`src/rtl/switch_conditioner.sv`:
```
// Synchronizes and debounces the three raw board inputs and derives a single-cycle game-reset pulse.
// Optional SWITCH_EDGE_PULSE_EN adds startRise/randRise rising-edge pulses on the switch levels.
module switch_conditioner #(
  parameter int DEBOUNCE_CYCLES = 250000,
  parameter int SYNC_STAGES     = 2
) (
  input  logic clk,
  input  logic reset,
  input  logic randSwitch_raw,
  input  logic startSwitch_raw,
  input  logic resetBtn_raw,
  output logic randSwitch,
  output logic startSwitch,
  output logic fsmReset
`ifdef SWITCH_EDGE_PULSE_EN
  ,
  output logic startRise,
  output logic randRise
`endif
);

  localparam int CNT_W = $clog2(DEBOUNCE_CYCLES + 1);
  localparam logic [CNT_W-1:0] CNT_LAST = CNT_W'(DEBOUNCE_CYCLES - 1);

  // Channel order: 0 = rand, 1 = start, 2 = reset button.
  logic [2:0] raw;
  logic [2:0] stable;

  assign raw = {resetBtn_raw, startSwitch_raw, randSwitch_raw};

  generate
    for (genvar gi = 0; gi < 3; gi++) begin : g_chan
      logic [SYNC_STAGES-1:0] sync_reg;
      logic [CNT_W-1:0]       cnt_reg;
      logic                   stable_reg;
      logic                   s;

      assign s = sync_reg[SYNC_STAGES-1];

      // A new level must persist for DEBOUNCE_CYCLES consecutive samples; any return restarts the count.
      always_ff @(posedge clk) begin
        if (reset) begin
          sync_reg   <= '0;
          cnt_reg    <= '0;
          stable_reg <= 1'b0;
        end else begin
          sync_reg <= {sync_reg[SYNC_STAGES-2:0], raw[gi]};
          if (s == stable_reg) begin
            cnt_reg <= '0;
          end else if (cnt_reg == CNT_LAST) begin
            stable_reg <= s;
            cnt_reg    <= '0;
          end else begin
            cnt_reg <= cnt_reg + 1'b1;
          end
        end
      end

      assign stable[gi] = stable_reg;
    end
  endgenerate

  logic btn_q_reg;

  always_ff @(posedge clk) begin
    if (reset) begin
      btn_q_reg <= 1'b0;
    end else begin
      btn_q_reg <= stable[2];
    end
  end

  assign randSwitch  = stable[0];
  assign startSwitch = stable[1];
  assign fsmReset    = stable[2] & ~btn_q_reg;

`ifdef SWITCH_EDGE_PULSE_EN
  logic rand_q_reg;
  logic start_q_reg;

  always_ff @(posedge clk) begin
    if (reset) begin
      rand_q_reg  <= 1'b0;
      start_q_reg <= 1'b0;
    end else begin
      rand_q_reg  <= stable[0];
      start_q_reg <= stable[1];
    end
  end

  assign randRise  = stable[0] & ~rand_q_reg;
  assign startRise = stable[1] & ~start_q_reg;
`endif

endmodule

```
`config.mk`:
```
export PLATFORM = sky130hd
export DESIGN_NAME = switch_conditioner
export DESIGN_NICKNAME = d
export VERILOG_FILES = /design/src/rtl/switch_conditioner.sv
export SDC_FILE = /design/constraint.sdc
export NUM_CORES = 1
export LEC_CHECK = 0
export BUFFER_PORTS_ARGS = -buffer_cell sky130_fd_sc_hd__buf_2
export CORE_MARGIN = 2
export CORE_UTILIZATION = 30
export DETAILED_ROUTE_END_ITERATION = 10
export PLACE_DENSITY = 0.48
export SLEW_MARGIN = 20
export SYNTH_ARGS = -nofsm -noshare
export SYNTH_HDL_FRONTEND = slang
export SYNTH_SLANG_ARGS = --single-unit
```
`constraint.sdc`:
```
create_clock -name clk -period 1.9 [get_ports clk]
set_input_delay 0 -clock clk [delete_from_list [all_inputs] [get_ports clk]]
set_output_delay 0 -clock clk [all_outputs]
set_load 0.1 [all_outputs]
```
==> results.yml, run 1 <==
synthesis:
  syn_area_per_cell_sq_um: 8.88
  yosys.area_share.simple_pct: 31.2
  ys_seq_area_share_pct: 46.1
  syn_area_sq_um: 2780
  yosysUniqueCellTypes: 30
  synth_xor_area_share_pct: 14.2
  synth_nets: 321
  synth-adder-area-share_pct: 1.35
  yosys_warnings: 0
  synth-compound-area-share_pct: 4.19
  muxShareOfSynthArea_pct: 0.720
  synth-seq-cells: 64
  synth_top_family_by_area: "simple AND/OR/NAND/NOR gates"
  postSynthCellCount: 313
floorplanning:
  start_util_pct: 30.5
  coreArea_sq_um: 9110
  pin_count: 8
  die_h_microns: 100
  dieArea_sq_um: 10100
  die_w_microns: 100
  rows: 35
power_and_ir_drop:
  p_clk_share_pct: 51.2
  p_seq_share_pct: 47.4
  power_mw: 2.85
  p_sw_share_pct: 20.0
  max-vdd-ir-drop_mv: 0.300
  p_per_area_nw_per_um2: 833
  p_comb_share_pct: 1.5
  p_leak_nw: 1.03
  switchingPower_mw: 0.572
  internal_power_mw: 2.28
cts:
  cts.root.buffer_cell: "clkbuf_8"
  cts.sinks: 64
  cts_tree: "yes"
  clockBufferDepth: 2
  clk_pin_slew_ps: 80
  cts_inserted_buffers: 9
  htree_levels: 3
  cts_setup_buffers: 0
  clock_latency_ps: 340
global_route:
  overflow: 0
  top_usage_layer: "met2"
  met2_usage_pct: 20.3
  grt_max_degree: 18
  grt_util_met3_pct: 3.34
  antenna_found_initial: 0
  first_global_vias: 2308
  gr-usage-met1_pct: 15.9
  grt_usage_pct: 12.6
  grt_pass1_wl_mm: 10.1
routing:
  viasPerCell: 4.84
  remaining_drc_errors: 0
  vias: 2279
  finalWirelength_mm: 5.53
  drt_iter0_drc: 74
  drt_first_pass_iters: 7
  wire_per_inst_microns: 11.7
  postRouteAntennaNets: 0
setup_path:
  path_common_cell: "or4b_1"
  crit_fanout: 3
  max_stage_delay_ps: 510
  cp_slowest_cell: "or4b_1"
  crit_path_start: "g_chan[2].cnt_reg[13]$_SDFF_PP0_"
  cp-end-kind: "flop"
  path_class: "flop to flop"
  r2r_start: "g_chan[2].cnt_reg[13]$_SDFF_PP0_"
  required_ps: 2180
  crit_chain: "or4b_1 > or3_4 > or4b_1 > nand2_1"
  rrSetupSlack_ps: 80
  r2r_cells: 4
  rr_endpoint: "g_chan[2].stable_reg$_SDFFE_PP0P_"
  startpoint_type: "flop"
  cp.arrival_ps: 2100
hold_path:
  min_to: "g_chan[1].sync_reg[0]$_SDFF_PP0_"
  holdPathStages: 2
  hp-class: "primary input to flop"
  hp-start: "reset"
run:
  max-cap-violations: 0
cells_and_area:
  largest_reg_flops: 54
  diodes: 0
  area_growth_pct: 23.3
  nFillCells: 944
  stdcell_area_sq_um: 3430
  nets: 363
  drive_gt1_share_pct: 15.8
  layout.cells.non_filler: 471
  layout_common_cells: "dfxtp_1 (63), nor2_1 (60), xnor2_1 (35), buf_4 (26), nand3_1 (19)"
  final_util_pct: 37.6
  layout_commonest_cell: "dfxtp_1"
timing:
  max_slew_margin_pct: 67.4
  fin_crit_sh_pct: 95.9
  final_max_slew_viol_count: 0
  setup_violations: 0
  hold_ws_ps: 24.3
  hold_violations: 0
  fin_crit_ps: 1820
  skew_ps: 8.13
  fmax_mhz: 549
  tightest_slew_ps: 493
  rsz0062_at_grt: "yes"
placement:
  place.gp.congestion: 0.793
  port_buffers: 7
  post-dp-hpwl_mm: 4.05
  place_inst: 452
  place_area_sq_um: 3130
run_status:
  status: "complete, no violations"
==> worst max-delay path, delay by kind of cell, from the launching register on <==
family	cells	cell delay, ps
simple gates	4	1460
flops	1	310
==> power groups by stage <==
| stage | Sequential, mW | Clock [mW] | Combinational, mW |
|---|---|---|---|
| detailed placement | 1.38 | 0 | 0.0384 |
| floorplan | 1.38 | 0 | 0.0221 |
| global route | 1.35 | 1.56 | 0.0481 |
| CTS | 1.35 | 1.51 | 0.0429 |
| finish | 1.35 | 1.46 | 0.0418 |
| global placement | 1.38 | 0 | 0.0385 |
==> cell usage after synthesis, drive strengths merged <==
library cell  instances  area, sq um
nand2                17         63.8
or3                   4         30.0
or4                   7         56.3
nand2b                4         25.0
nor2b                 8         50.1
xor2                 10         87.6
and3                  2         12.5
a21oi                 6         30.0
o41ai                 2         32.5
dfxtp                64         1280
inv                   9         33.8
mux2i                 2         20.0
o31ai                 4         30.0
nand3                19         95.1
o21ai                 4         23.8
nor2                 60          225
nor3                  8         40.0
ha                    3         37.5
xnor2                35          307
clkbuf                3         11.3
or4b                  3         30.0
buf                   2         18.8
and4                  1         8.76
nor4b                 2         17.5
nand4                17          106
nor4                 17          106
==> layer usage <==
metal / share of wire [%] / vias up / wire (microns)
li1: - / 1193 / -
met1: 50 / 1049 / 2790
met2: 45 / 27 / 2480
met3: 2.9 / 10 / 162
met4: 1.8 / 0 / 100
met5: 0 / - / 0
==> through the flow <==
stage	worst slack [ps]	setup TNS, ps
after CTS	36.0	0
after detailed placement	60.6	0
final	78.6	0
after global placement	65.4	0
after floorplan	28.6	0
after global routing	-7.70	-15.2
==> cells by family (layout without fill, tap and decap cells) <==
| family | count (synthesis) | in the layout |
|---|---|---|
| AND/OR/NAND/NOR | 169 | 169 |
| flip-flops | 64 | 64 |
| XOR/XNOR | 45 | 45 |
| AO/OA/AOI/OAI | 16 | 16 |
| buffers and inverters | 14 | 61 |
| adder cells (fa/ha/maj) | 3 | 3 |
| multiplexers | 2 | 2 |
==> timing repair <==
| action | CTS | global route |
|---|---|---|
| endpoints found under the setup margin | 0 | 4 |
| hold endpoints to repair | 3 | 0 |
| gates resized for setup | 0 | 4 |
| hold buffers | 3 | 0 |
==> worst max-delay path by stage <==
stage	slack (ps)	depth (start not counted)	end
after floorplan	30	5	g_chan[1].cnt_reg[10]$_SDFF_PP0_
after global placement	70	4	g_chan[2].stable_reg$_SDFFE_PP0P_
after detailed placement	60	4	g_chan[2].stable_reg$_SDFFE_PP0P_
after CTS	40	4	g_chan[2].stable_reg$_SDFFE_PP0P_
after global routing	-8	5	g_chan[1].cnt_reg[16]$_SDFF_PP0_
final	80	4	g_chan[2].stable_reg$_SDFFE_PP0P_
==> layout make-up <==
| class | count | area [sq um] | area share, % |
|---|---|---|---|
| Clock buffer | 10 | 138 | 4.01 |
| Tap cell | 111 | 139 | 4.05 |
| Sequential cell | 64 | 1280 | 37.4 |
| Timing Repair Buffer | 36 | 260 | 7.59 |
| Multi-Input combinational cell | 235 | 1460 | 42.6 |
| Clock inverter | 6 | 115 | 3.36 |
| Inverter | 9 | 33.8 | 0.985 |
Note: power is estimated with default switching activity, not from simulation.
==> run 2, diff against run 1 <==
--- a/config.mk
+++ b/config.mk
@@ -5,11 +5,11 @@
 export SDC_FILE = /design/constraint.sdc
 export NUM_CORES = 1
 export LEC_CHECK = 0
-export BUFFER_PORTS_ARGS = -buffer_cell sky130_fd_sc_hd__buf_2
 export CORE_MARGIN = 2
 export CORE_UTILIZATION = 30
 export DETAILED_ROUTE_END_ITERATION = 10
-export PLACE_DENSITY = 0.48
+export DONT_BUFFER_PORTS = 1
+export PLACE_DENSITY = 0.47
 export SLEW_MARGIN = 20
 export SYNTH_ARGS = -nofsm -noshare
 export SYNTH_HDL_FRONTEND = slang
==> results.yml, run 2 (same netlist as run 1, synthesis figures left out) <==
hold_path:
  hp-class: "primary input to flop"
  holdPathStages: 2
setup_path:
  crit_fanout: 5
  required_ps: 2180
  cp-end-kind: "flop"
  cp.arrival_ps: 2100
  path_class: "flop to flop"
  rrSetupSlack_ps: 80
  startpoint_type: "flop"
  r2r_cells: 4
power_and_ir_drop:
  switchingPower_mw: 0.539
  internal_power_mw: 1.95
  max-vdd-ir-drop_mv: 0.301
  p_clk_share_pct: 44.0
  p_sw_share_pct: 21.7
  p_seq_share_pct: 54.4
  p_leak_nw: 0.995
  p_per_area_nw_per_um2: 737
  p_comb_share_pct: 1.6
global_route:
  grt_usage_pct: 12.2
  first_global_vias: 2172
  overflow: 0
  grt_max_degree: 18
  antenna_found_initial: 0
  grt_pass1_wl_mm: 9.84
timing:
  setup_tns_ps: 0
  final_max_slew_viol_count: 0
  tightest_slew_ps: 523
  setup_violations: 0
  rsz0062_at_grt: "no"
  max_slew_margin_pct: 65.0
  hold_ws_ps: 323
  skew_ps: 8.89
  fin_crit_sh_pct: 95.6
  fin_crit_ps: 1820
  hold_violations: 0
  fmax_mhz: 551
cells_and_area:
  layout_common_cells: "dfxtp_1 (64), nor2_1 (60), xnor2_1 (35), buf_4 (31), nand3_1 (19)"
  drive_gt1_share_pct: 14.8
  nets: 362
  layout_commonest_cell: "dfxtp_1"
  largest_reg_flops: 54
  final_util_pct: 37.0
  layout.cells.non_filler: 470
  area_growth_pct: 21.4
  diodes: 0
floorplanning:
  start_util_pct: 30.5
  die_h_microns: 100
  die_w_microns: 100
  pin_count: 8
  coreArea_sq_um: 9110
  rows: 35
  dieArea_sq_um: 10100
placement:
  place_inst: 450
  place.gp.congestion: 0.789
  post-dp-hpwl_mm: 4.04
  port_buffers: 0
routing:
  remaining_drc_errors: 0
  wire_per_inst_microns: 11.8
  vias: 2247
  postRouteAntennaNets: 0
  finalWirelength_mm: 5.56
  drt_first_pass_iters: 4
  viasPerCell: 4.78
  drt_iter0_drc: 43
cts:
  cts_inserted_buffers: 9
  cts_tree: "yes"
  cts.root.buffer_cell: "clkbuf_8"
  clk_pin_slew_ps: 70
  clockBufferDepth: 2
  clock_latency_ps: 340
  cts_setup_buffers: 0
  htree_levels: 3
  cts.sinks: 64
run_status:
  status: "complete, no violations"
run:
  max-cap-violations: 0
==> run 2: changes by cell type in the layout (fill, tap and decap cells not counted), moves of 2 or more <==
cell | before | now
clkbuf_1 | 0 | 2
buf_2 | 7 | 0
bufinv_16 | 3 | 0
clkbuf_8 | 10 | 12
buf_4 | 26 | 31
==> run 2: routing by layer <==
| metal | part of all wire [%] | vias up | track usage [%] |
|---|---|---|---|
| li1 | - | 1178 | - |
| met4 | 2.2 | 0 | 6.01 |
| met5 | 0 | - | 0 |
| met2 | 43 | 28 | 18.1 |
| met1 | 51 | 1030 | 16.6 |
| met3 | 3.5 | 11 | 3.06 |
==> run 2: what timing repair did <==
item	CTS	global route
gates resized for setup	0	3
endpoints found under the hold margin	32	0
setup endpoints to repair	0	2
hold buffers	4	0
==> run 2: worst max-delay path, stage by stage (launching register included) <==
cell and delay [ps]:
dfxtp_1 350, or4b_1 470, or3_4 410, or4b_1 460, nand2_1 70
==> run 2: path summary, 6_finish.rpt <==
kind,startpoint,endpoint
setup / recovery,g_chan[2].cnt_reg[4]$_SDFF_PP0_,g_chan[2].stable_reg$_SDFFE_PP0P_
hold / removal,randSwitch_raw,g_chan[0].sync_reg[0]$_SDFF_PP0_
setup reg to reg,g_chan[2].cnt_reg[4]$_SDFF_PP0_,g_chan[2].stable_reg$_SDFFE_PP0P_
hold reg to reg,g_chan[0].sync_reg[0]$_SDFF_PP0_,g_chan[0].sync_reg[1]$_SDFF_PP0_
==> run 2: power by group through the flow <==
| stage | clock network, mW | logic, mW | registers [mW] |
|---|---|---|---|
| global placement | 0 | 0.0295 | 1.38 |
| detailed placement | 0 | 0.0295 | 1.38 |
| finish | 1.09 | 0.0396 | 1.35 |
| global route | 1.19 | 0.0448 | 1.35 |
| floorplan | 0 | 0.0221 | 1.38 |
| CTS | 1.13 | 0.0403 | 1.35 |
==> run 2: cell type report <==
class | count | area [sq um]
Clock buffer | 14 | 173
Clock inverter | 2 | 12.5
Fill cell | 963 | 5730
Inverter | 9 | 33.8
Multi-Input combinational cell | 235 | 1460
Sequential cell | 64 | 1280
Tap cell | 111 | 139
Timing Repair Buffer | 35 | 273
==> run 2: per-stage QoR <==
stage	worst slack (ps)	instance area [sq um]	power, mW
6_report	83.6	3370	2.49
5_1_grt	3.71	3370	2.59
4_1_cts	48.4	3360	2.53
3_5_place_dp	66.0	3140	1.41
3_3_place_gp	74.1	3140	1.41
2_1_floorplan	28.6	2790	1.41
